<file path="src/rtl/fp_mul_round_pack.sv">
// Normalize / round / pack back end for the binary32 multiplier.
// Two registered stages with a valid/ready handshake on both sides.
module fp_mul_round_pack #(
  parameter int ROUND_MODE = 0
) (
  input  logic        clk,
  input  logic        rst_n,
  input  logic        in_valid,
  output logic        in_ready,
  input  logic        in_sign,
  input  logic [9:0]  in_exp,
  input  logic [47:0] in_mant,
  input  logic [1:0]  in_class,
  output logic        out_valid,
  input  logic        out_ready,
  output logic [31:0] out_result,
  output logic        out_overflow,
  output logic        out_underflow,
  output logic        out_inexact
);

  localparam logic [1:0] CLS_ZERO = 2'b01;
  localparam logic [1:0] CLS_INF  = 2'b10;
  localparam logic [1:0] CLS_NAN  = 2'b11;

  logic               s1_valid;
  logic               s1_sign;
  logic [1:0]         s1_class;
  logic [23:0]        s1_m;
  logic               s1_g;
  logic               s1_r;
  logic               s1_s;
  logic signed [10:0] s1_e;

  logic adv2;

  assign adv2     = !out_valid || out_ready;
  assign in_ready = !s1_valid || adv2;

  logic [23:0]        norm_m;
  logic               norm_g;
  logic               norm_r;
  logic               norm_s;
  logic signed [10:0] norm_e;
  logic signed [10:0] exp_ext;

  assign exp_ext = {in_exp[9], in_exp};

  // Product is in [1,4): a set bit 47 means one extra integer bit to shift out.
  always_comb begin
    if (in_mant[47]) begin
      norm_m = in_mant[47:24];
      norm_g = in_mant[23];
      norm_r = in_mant[22];
      norm_s = |in_mant[21:0];
      norm_e = exp_ext + 11'sd1;
    end else begin
      norm_m = in_mant[46:23];
      norm_g = in_mant[22];
      norm_r = in_mant[21];
      norm_s = |in_mant[20:0];
      norm_e = exp_ext;
    end
  end

  always_ff @(posedge clk or negedge rst_n) begin
    if (!rst_n) begin
      s1_valid <= 1'b0;
      s1_sign  <= 1'b0;
      s1_class <= 2'b00;
      s1_m     <= 24'd0;
      s1_g     <= 1'b0;
      s1_r     <= 1'b0;
      s1_s     <= 1'b0;
      s1_e     <= 11'sd0;
    end else if (in_ready) begin
      s1_valid <= in_valid;
      if (in_valid) begin
        s1_sign  <= in_sign;
        s1_class <= in_class;
        s1_m     <= norm_m;
        s1_g     <= norm_g;
        s1_r     <= norm_r;
        s1_s     <= norm_s;
        s1_e     <= norm_e;
      end
    end
  end

  logic               rnd_inc;
  logic [24:0]        m25;
  logic [22:0]        rnd_frac;
  logic signed [10:0] rnd_e;
  logic [31:0]        res_next;
  logic               ovf_next;
  logic               unf_next;
  logic               inx_next;

  always_comb begin
    rnd_inc = (ROUND_MODE == 0) ? (s1_g & (s1_r | s1_s | s1_m[0])) : 1'b0;
    m25     = {1'b0, s1_m} + {24'd0, rnd_inc};
    if (m25[24]) begin
      rnd_frac = m25[23:1];
      rnd_e    = s1_e + 11'sd1;
    end else begin
      rnd_frac = m25[22:0];
      rnd_e    = s1_e;
    end

    res_next = {s1_sign, rnd_e[7:0], rnd_frac};
    ovf_next = 1'b0;
    unf_next = 1'b0;
    inx_next = s1_g | s1_r | s1_s;

    case (s1_class)
      CLS_ZERO: begin
        res_next = {s1_sign, 31'd0};
        inx_next = 1'b0;
      end
      CLS_INF: begin
        res_next = {s1_sign, 8'hFF, 23'd0};
        inx_next = 1'b0;
      end
      CLS_NAN: begin
        res_next = 32'h7FC0_0000;
        inx_next = 1'b0;
      end
      default: begin
        // Underflow judged on the pre-round exponent so a carry cannot rescue it.
        if (s1_e <= 11'sd0) begin
          res_next = {s1_sign, 31'd0};
          unf_next = 1'b1;
          inx_next = 1'b1;
        end else if (rnd_e >= 11'sd255) begin
          res_next = {s1_sign, 8'hFF, 23'd0};
          ovf_next = 1'b1;
          inx_next = 1'b1;
        end
      end
    endcase
  end

  always_ff @(posedge clk or negedge rst_n) begin
    if (!rst_n) begin
      out_valid     <= 1'b0;
      out_result    <= 32'd0;
      out_overflow  <= 1'b0;
      out_underflow <= 1'b0;
      out_inexact   <= 1'b0;
    end else if (adv2) begin
      out_valid <= s1_valid;
      if (s1_valid) begin
        out_result    <= res_next;
        out_overflow  <= ovf_next;
        out_underflow <= unf_next;
        out_inexact   <= inx_next;
      end
    end
  end

endmodule

</file>
<file path="config.mk">
export PLATFORM = sky130hd
export DESIGN_NAME = fp_mul_round_pack
export DESIGN_NICKNAME = d
export VERILOG_FILES = /design/src/rtl/fp_mul_round_pack.sv
export SDC_FILE = /design/constraint.sdc
export NUM_CORES = 1
export LEC_CHECK = 0
export CAP_MARGIN = 5
export CORE_ASPECT_RATIO = 1.75
export CORE_MARGIN = 2
export CORE_UTILIZATION = 45
export DETAILED_ROUTE_END_ITERATION = 7
export PLACE_DENSITY = 0.77
export SYNTH_ARGS = -nofsm -noshare
export SYNTH_HDL_FRONTEND = slang
export SYNTH_SLANG_ARGS = --single-unit
</file>
<file path="constraint.sdc">
create_clock -name clk -period 2.4 [get_ports clk]
set_input_delay 0.72 -clock clk [delete_from_list [all_inputs] [get_ports clk]]
set_output_delay 0.72 -clock clk [all_outputs]
set_load 0.02 [all_outputs]
</file>
==> impl_metrics.env <==
export IMPL_status="finished, final reports clean"
export IMPL_drv_cap=0
export IMPL_cts_path_max_buffers=2
export IMPL_max_slew_margin=0.683
export IMPL_cpLargestDelayFamily="simple AND/OR/NAND/NOR gates"
export IMPL_synthToLayoutAreaGrowth_pct=38.8
export IMPL_cpMaxStageDelayCell="clkdlybuf4s50_1"
export IMPL_ant_nets=0
export IMPL_worst_slew_pin_slew_ns=0.476
export IMPL_gp_congestion=0.910
export IMPL_first_iter_violations=233
export IMPL_die_w_um=77.5
export IMPL_crit_fanout=10
export IMPL_syn_num_nets=527
export IMPL_syn_area_um2=4250
export IMPL_cp_data_arrival_time_ns=2.59
export IMPL_grt_usage=0.213
export IMPL_avgRoutedWirePerCell_um=14.9
export IMPL_fin_area_um2=5900
export IMPL_fin_skew_ns=0.00401
export IMPL_power_mw=3.92
export IMPL_yosys_register_bits=78
export IMPL_instances_no_fill=703
export IMPL_io_pins=102
export IMPL_layout_drive_gt1_share=0.119
export IMPL_grt_overflow=0
export IMPL_min_period_over_period=0.975
export IMPL_root_buffer="clkbuf_16"
export IMPL_yosysUniqueCellTypes=54
export IMPL_top_layer="met4"
export IMPL_synth_top_area_cell="dfrtp_1"
export IMPL_finalMaxSlewViolations=0
export IMPL_crit_path_end_kind="register"
export IMPL_synth_avg_cell_area_um2=9.28
export IMPL_yosys_cell_count_top_type="nand2_1"
export IMPL_numPortBuffers=101
export IMPL_num_antenna_cells=0
export IMPL_ys_warn_count=0
export IMPL_yosysSeqAreaShare=0.459
export IMPL_hold_viol_final=0
export IMPL_clkSinkCount=78
export IMPL_synth_edf_count=0
export IMPL_dr_wl_met2_um=5660
export IMPL_clk_latency_ns=0.33
export IMPL_ir_worst_vdd_mv=0.383
export IMPL_grt_pass1_wl_um=17600
export IMPL_grt_pass1_vias=3918
export IMPL_setup_violations=0
export IMPL_p_per_area_nw_per_um2=665
export IMPL_rows=47
export IMPL_startpoint_type="input pin"
export IMPL_crit_type="input pin to register"
export IMPL_start_util=0.455
export IMPL_synthTopCellsByCount="88 x nand2_1, 78 x dfrtp_1, 47 x o21ai_0"
export IMPL_avgViaCountPerCell=5.45
export IMPL_clkTransAtPathRegs_ns=0.06
export IMPL_path_cells="clkdlybuf4s50_1 > nand2b_4 > nand2_1 > or3_4 > nand2b_1 > or3_4 > o21ai_1"
export IMPL_numPlacedInstances=686
export IMPL_hold_slack_ns=0.341
export IMPL_slowest_delay_ns=0.48
export IMPL_crit_buf_inv=1
export IMPL_antenna_found_initial=0
export IMPL_min_path_type="input pin to asynchronous set/reset pin"
export IMPL_dpl_cell_area_um2=5560
export IMPL_async_reset_ff_frac=1.00
export IMPL_leakagePower_nw=2.47
export IMPL_coreArea_um2=9350
export IMPL_required_ns=2.65
export IMPL_drt_total_wl_um=10500
export IMPL_synth_area_leaders="dfrtp_1 46%, nand2_1 7.8%, mux2i_1 6.1%"
export IMPL_critPathMostFrequentCell="or3_4"
export IMPL_num_nets_final=645
export IMPL_wl_met3_um=372
export IMPL_grt_max_degree=77
export IMPL_vias=3830
export IMPL_synth_ff_type="dfrtp_1"
export IMPL_dpl_hpwl_um=8320
export IMPL_syn_inst=458
export IMPL_m1WireLength_um=4150
export IMPL_h_tree_depth=3
export IMPL_min_period_ns=2.34
export IMPL_drcViolationCount=0
export IMPL_dieArea_um2=10300
export IMPL_cts_made_buffers=9
export IMPL_die_h_um=133
export IMPL_max_freq_ghz=0.427
export IMPL_cts_tree="built"
export IMPL_hold_buffers=0
export IMPL_drt_pass1_iter_count=4
export IMPL_synth_top_area_share=0.459
[report_power, final]
part	switching [mW]	internal (mW)	total [mW]	leakage (nW)
logic	0.466	0.481	0.947	1.35
registers	0.178	1.49	1.67	0.986
clock network	0.507	0.802	1.31	0.137
[worst register-to-register path: stages, from the launching register on]
cell and delay [ns]:
dfrtp_1 0.41, nand4_1 0.24, or2_1 0.33, or4_1 0.60, or3_4 0.43, o21ai_1 0.10
a22o_1 0.14
[final timing paths]
kind | startpoint | to | slack [ns] | cells past startpoint
setup / recovery | out_ready | out_result[13] | 0.06 | 7
max in group asynchronous | rst_n | out_result[9] | 1.49 | 2
hold / removal | rst_n | s1_e[5] | 0.34 | 1
setup reg to reg | s1_m[14] | out_result[6] | 0.08 | 6
hold reg to reg | out_result[5] | out_result[5] | 0.48 | 2
min in group clk | out_result[5] | out_result[5] | 0.48 | 2
[what timing repair did]
item | CTS | global route
resized for setup | 2 | 11
setup endpoints to repair | 11 | 24
setup buffers | 0 | 1
gates cloned | 0 | 0
[cells in the final DEF (no fill, tap or decap), drive strengths merged, types with 14 or more instances in the layout]
cell,n
buf,31
clkdlybuf4s50,98
dfrtp,78
mux2i,26
nand2,88
nand3,20
nand4,15
nor2,21
o21ai,58
xnor2,17
xor2,14
[flip-flops by register name, summed over array words and instances, names as in the netlist]
signal and count:
out_result 32, s1_m 24, s1_e 11, s1_class 2
out_inexact 1, out_overflow 1, out_underflow 1, out_valid 1
s1_g 1, s1_r 1, s1_s 1, s1_sign 1
s1_valid 1
[area by class of cell]
class | instances | area (um2)
multi-input combinational | 350 | 2230
inverter | 7 | 26.3
fill | 756 | 3450
sequential | 78 | 1950
clock inverter | 4 | 47.5
timing repair buffer | 130 | 1260
clock buffer | 12 | 236
tap | 122 | 153
[cells by family after synthesis]
logic type	Yosys count	synth area share
and+or+nand+nor	189	0.225
buffers and inverters	30	0.0285
DFF	78	0.459
xor gates and xnor gates	31	0.0639
adders and majority gates	4	0.0118
AOI/OAI and AO/OA	97	0.142
muxes	29	0.0692
[per-stage QoR]
| step | utilization | worst slack (ns) | setup TNS, ns |
|---|---|---|---|
| after global placement | 0.595 | -0.324 | -7.17 |
| after detailed placement | 0.595 | -0.405 | -9.17 |
| after floorplan | - | 0.139 | 0 |
| after CTS | 0.626 | 0.00740 | 0 |
| final | 0.631 | 0.0606 | 0 |
| after global routing | 0.631 | -0.0104 | -0.0119 |
[per-layer routing]
metal	global-route usage	up-vias
met5	0	-
met4	0.106	0
met3	0.0300	22
met2	0.391	107
met1	0.236	1822
li1	-	1879
Power figures use the tool's default switching activity.
